### config.mk
export PLATFORM = sky130hd
export DESIGN_NAME = serializer_p_flat
export DESIGN_NICKNAME = d
export VERILOG_FILES = /design/src/rtl/serializer_p_if.sv /design/src/rtl/serializer_p.sv /design/src/flat_wrapper.sv
export SDC_FILE = /design/constraint.sdc
export NUM_CORES = 1
export LEC_CHECK = 0
export BUFFER_PORTS_ARGS = -buffer_cell sky130_fd_sc_hd__buf_2
export CORE_MARGIN = 2
export CORE_UTILIZATION = 50
export CTS_CLUSTER_SIZE = 25
export DETAILED_ROUTE_END_ITERATION = 16
export PLACE_DENSITY = 0.74
export SKIP_LAST_GASP = 1
export SYNTH_ARGS = -nofsm -noshare
export SYNTH_HDL_FRONTEND = slang
export SYNTH_SLANG_ARGS = --single-unit
### constraint.sdc
create_clock -name CLK -period 2.2 [get_ports CLK]
set_input_delay 0 -clock CLK [delete_from_list [all_inputs] [get_ports CLK]]
set_output_delay 0 -clock CLK [all_outputs]
set_load 0.02 [all_outputs]
### src/rtl/serializer_p_if.sv
// serializer_p_if: parallel-offer / serial-output bundle for serializer_p.
interface serializer_p_if #(parameter int DATA_W = 8);
  logic [DATA_W-1:0] P_DATA;
  logic              Data_Valid;
  logic              msb_first;
  logic              ser_en;
  logic              ready;
  logic              busy;
  logic              ser_data;
  logic              ser_done;
  modport master (output P_DATA, Data_Valid, msb_first, ser_en, input ready, busy, ser_data, ser_done);
  modport slave  (input P_DATA, Data_Valid, msb_first, ser_en, output ready, busy, ser_data, ser_done);
endinterface

### src/rtl/serializer_p.sv
// serializer_p: parallel-to-serial shifter with per-word bit order.
// Define SER_DBUF_EN to add a one-word holding buffer for gapless back-to-back words.
module serializer_p #(
  parameter int DATA_W = 8
) (
  input logic           CLK,
  input logic           RST,
  serializer_p_if.slave bus
);
  localparam int CNT_W = $clog2(DATA_W);
  typedef enum logic {IDLE, ACTIVE} state_t;
  state_t            state_q, state_d;
  logic [DATA_W-1:0] shreg_q, shreg_d;
  logic [CNT_W-1:0]  cnt_q, cnt_d;
  logic              ord_q, ord_d;
  logic              done_q, done_d;
  logic              accept, last;
`ifdef SER_DBUF_EN
  logic [DATA_W-1:0] hold_q, hold_d;
  logic              hold_ord_q, hold_ord_d;
  logic              hold_full_q, hold_full_d;
  assign bus.ready = !hold_full_q;
`else
  assign bus.ready = (state_q == IDLE);
`endif
  assign accept       = bus.Data_Valid && bus.ready;
  assign last         = (state_q == ACTIVE) && bus.ser_en && (cnt_q == CNT_W'(DATA_W - 1));
  assign bus.busy     = (state_q == ACTIVE);
  assign bus.ser_done = done_q;
  assign bus.ser_data = (state_q == ACTIVE) ? (ord_q ? shreg_q[DATA_W-1] : shreg_q[0]) : 1'b1;
  always_comb begin
    state_d = state_q;
    shreg_d = shreg_q;
    cnt_d   = cnt_q;
    ord_d   = ord_q;
    done_d  = 1'b0;
`ifdef SER_DBUF_EN
    hold_d      = hold_q;
    hold_ord_d  = hold_ord_q;
    hold_full_d = hold_full_q;
`endif
    if (state_q == IDLE) begin
      if (accept) begin
        shreg_d = bus.P_DATA;
        ord_d   = bus.msb_first;
        cnt_d   = '0;
        state_d = ACTIVE;
      end
    end else begin
      if (bus.ser_en) begin
        shreg_d = ord_q ? shreg_q << 1 : shreg_q >> 1;
        cnt_d   = cnt_q + 1'b1;
      end
      if (last) begin
        done_d = 1'b1;
        cnt_d  = '0;
`ifdef SER_DBUF_EN
        // Chain the next word straight in so the stream has no idle gap.
        if (hold_full_q) begin
          shreg_d     = hold_q;
          ord_d       = hold_ord_q;
          hold_full_d = 1'b0;
        end else if (accept) begin
          shreg_d = bus.P_DATA;
          ord_d   = bus.msb_first;
        end else state_d = IDLE;
`else
        state_d = IDLE;
`endif
      end
`ifdef SER_DBUF_EN
      else if (accept) begin
        hold_d      = bus.P_DATA;
        hold_ord_d  = bus.msb_first;
        hold_full_d = 1'b1;
      end
`endif
    end
  end
  always_ff @(posedge CLK or negedge RST) begin
    if (!RST) begin
      state_q <= IDLE;
      shreg_q <= '0;
      cnt_q   <= '0;
      ord_q   <= 1'b0;
      done_q  <= 1'b0;
`ifdef SER_DBUF_EN
      hold_q      <= '0;
      hold_ord_q  <= 1'b0;
      hold_full_q <= 1'b0;
`endif
    end else begin
      state_q <= state_d;
      shreg_q <= shreg_d;
      cnt_q   <= cnt_d;
      ord_q   <= ord_d;
      done_q  <= done_d;
`ifdef SER_DBUF_EN
      hold_q      <= hold_d;
      hold_ord_q  <= hold_ord_d;
      hold_full_q <= hold_full_d;
`endif
    end
  end
endmodule

### src/flat_wrapper.sv
// flat-port wrapper written by rule: the top's interface ports become plain ports
module serializer_p_flat 
#(
  parameter int DATA_W = 8
)
  (CLK, RST, bus_P_DATA, bus_Data_Valid, bus_msb_first, bus_ser_en, bus_ready, bus_busy, bus_ser_data, bus_ser_done);
  serializer_p_if #(.DATA_W(DATA_W)) bus_i ();
  input logic CLK;
  input logic RST;
  input wire logic [$bits(bus_i.P_DATA)-1:0] bus_P_DATA;
  input wire logic [$bits(bus_i.Data_Valid)-1:0] bus_Data_Valid;
  input wire logic [$bits(bus_i.msb_first)-1:0] bus_msb_first;
  input wire logic [$bits(bus_i.ser_en)-1:0] bus_ser_en;
  output wire logic [$bits(bus_i.ready)-1:0] bus_ready;
  output wire logic [$bits(bus_i.busy)-1:0] bus_busy;
  output wire logic [$bits(bus_i.ser_data)-1:0] bus_ser_data;
  output wire logic [$bits(bus_i.ser_done)-1:0] bus_ser_done;
  assign bus_i.P_DATA = bus_P_DATA;
  assign bus_i.Data_Valid = bus_Data_Valid;
  assign bus_i.msb_first = bus_msb_first;
  assign bus_i.ser_en = bus_ser_en;
  assign bus_ready = bus_i.ready;
  assign bus_busy = bus_i.busy;
  assign bus_ser_data = bus_i.ser_data;
  assign bus_ser_done = bus_i.ser_done;
  serializer_p #(.DATA_W(DATA_W)) u_core (.CLK(CLK), .RST(RST), .bus(bus_i));
endmodule
==> run metrics <==
ant diodes=0; first-pass GRT wire length=about 2400 um; Mapped Nets=97; GRT overflow=0; Starting DRT DRC Count=11; die area=0.001899 mm^2; CTS sink cnt=14; vias in the first global route=557; Multi-input gate area=384.1 um^2; DR DRC count=0; core area=0.001489 mm^2; vias=636; sequential area share after synthesis=0.4473; Final ANT Viol Nets=0; Least-Margin Pin Slew=0.5308 ns; Cells after Synth=82; Main synth FF type=dfrtp_1; top-count cell post-synth=nand2_1; Required @ worst endpoint=2.37 ns; clk_lat worst skew=~0.28 ns; total CTS buffers=3; Top delay family on crit path=flip-flops; Final min period=1.452 ns; Final period util=0.6598; CTS Hold Bufs=8; leakage=0.4818 nW; Fill cells=132; unrepaired setup endpoints after global routing=no; vias per cell=5.300; synthesized area per cell=9.552 um^2; gr busiest metal=met2; largest cells by area after synthesis=dfrtp_1 (45%), mux2_2 (8.6%), nand2_1 (8.1%); routability cong.=0.7734; clk buf depth=2; final setup vio count=0; CP Launch Type=flop; met1 Usage GRT=0.2177; Fin. Hold Viols=0; GRT met3 Usage=0.02500; share of cells above drive strength 1=0.2596; Initial Utilization=0.5261; Post-Syn Area=between 700 and 800 um^2; Die X=43.58 um; wire per inst=12.09 um; first-pass iteration count of the detailed router=4; fin. max-slew vios=0; register area=350.3 um^2; ys async rst share=1.000; CP Cell Sequence=nor2b_1 -> mux2_4; PwrDens=a little over 1000 mW/mm^2; top cell type's share of synthesized area=0.4473; slowest stage delay, CP=0.52 ns; Max H-tree Level=1; GR Util All Layers=0.1684; Die H=43.58 um; largest net degree at the start of global routing=15; Worst Hold Class=primary input to flop; setup bufs post-CTS=0; Post-Route Setup TNS=0 ns; Root Buffer=clkbuf_4; EDFF count, synth=0; yosys warns=0; row cnt=14; CP endpoint kind=flop; Area Overhead vs Synth=20.61%; most common library cells after synthesis=nand2_1 (17), dfrtp_1 (14), o21ai_0 (8); CP Buf/Inv Count=0; Setup Crit Path Kind=flop to flop; critical-path cell with the highest stage delay=dfrtp_1; M2 GR Usage=0.2706; clock-pin slew on the worst setup and hold paths=0.08 ns; Rel. slew slack=0.6454; CTS tree=built; Setup Skew=0.002755 ns; maxcap violations=0; Max Clk Rate=0.6889 GHz; drt total wl=1451 um; Nets=121; Top-Level Pins=17; crit path max fanout=13; Buffers on Ports=16; hpwl dp=1001 um; Netlist cell types=25; #FFs+latches synth=14; crit path DAT=1.62 ns; largest area contributor in the netlist=dfrtp_1; status=complete, no violations; Max IR drop VDD=0.0005143 V; Post-CTS Resized=0; initial antenna violation count=0; Power Total=971.9 uW
==> layout by cell type (no fill, tap or decap) <==
cell | synthesis | layout
o21ai_0 | 8 | 8
nor2_1 | 2 | 2
o22ai_1 | 1 | 1
mux2_2 | 6 | 6
clkbuf_4 | 0 | 3
nor2_2 | 1 | 1
nor2b_1 | 2 | 2
dlygate4sd3_1 | 0 | 8
dfrtp_1 | 14 | 14
a211oi_1 | 2 | 2
and2b_1 | 3 | 3
mux2_4 | 1 | 1
mux2i_1 | 2 | 2
nand2b_1 | 1 | 1
and3_1 | 1 | 1
nand2_1 | 17 | 17
a31oi_1 | 2 | 2
and2_1 | 1 | 1
nand3_1 | 6 | 6
a21oi_1 | 1 | 1
buf_2 | 0 | 16
nand3b_1 | 1 | 1
a22o_1 | 1 | 1
inv_1 | 2 | 2
ha_1 | 2 | 2
==> final cells by class <==
cell class / count / area share
multi-input combinational: 61 / 0.4066
sequential: 14 / 0.3709
timing repair buffer: 24 / 0.1695
clock buffer: 3 / 0.02384
tap: 16 / 0.02119
inverter: 2 / 0.007947
==> per-layer routing <==
metal	up-vias	part of all wire
met5	-	0
met4	0	0.014
met3	4	0.043
met2	15	0.47
met1	291	0.47
li1	326	-
==> flip-flops by register name, indices dropped and copies added (netlist names) <==
signal,flops
u_core.shreg_q,8
u_core.cnt_q,3
u_core.bus.busy,1
u_core.bus.ser_done,1
u_core.ord_q,1
==> worst paths after layout <==
check	startpoint	end	slack, ns	cells after the start
min in group asynchronous	RST	u_core.shreg_q[5]	0.14	2
worst min register to register	u_core.cnt_q[1]	u_core.cnt_q[1]	0.53	2
worst max-delay path	u_core.bus.busy	u_core.ord_q	0.75	2
max in group asynchronous	RST	u_core.shreg_q[0]	1.81	2
worst max register to register	u_core.bus.busy	u_core.ord_q	0.75	2
worst min-delay path	bus_P_DATA[7]	u_core.shreg_q[7]	0.008	3
==> stage by stage <==
| stage | hold slack [ns] | utilization | cell area (um^2) | worst slack (ns) | std cells |
|---|---|---|---|---|---|
| floorplan | -0.2956 | - | 783.3 | 0.9807 | 82 |
| global placement | -0.08915 | 0.5655 | 842.1 | 0.7939 | 109 |
| detailed placement | -0.08480 | 0.5655 | 842.1 | 0.7455 | 109 |
| CTS | 0.005479 | 0.6345 | 944.7 | 0.7434 | 120 |
| global route | 0.03952 | 0.6345 | 944.7 | 0.6342 | 120 |
| finish | 0.007532 | 0.6345 | 944.7 | 0.7484 | 120 |
==> power breakdown <==
| group | internal [mW] | leakage, nW | switching, mW |
|---|---|---|---|
| combinational | 0.204 | 0.289 | 0.160 |
| sequential | 0.358 | 0.179 | 0.108 |
| clock | 0.0635 | 0.0138 | 0.0790 |
==> worst reg2reg max path: cells and delay by family (launching register included) <==
kind | cells | cell delay (ns)
flops | 1 | 0.52
mux | 1 | 0.34
simple gates | 1 | 0.49
==> cell families after synthesis <==
kind of cell,Yosys count,share of synthesized area
AND/OR/NAND/NOR,35,0.2157
flip-flops,14,0.4473
buffers and inverters,7,0.06229
multiplexers,9,0.1310
AO/OA/AOI/OAI,15,0.1118
adder cells (fa/ha/maj),2,0.03194
(Power assumes the default switching activity.)
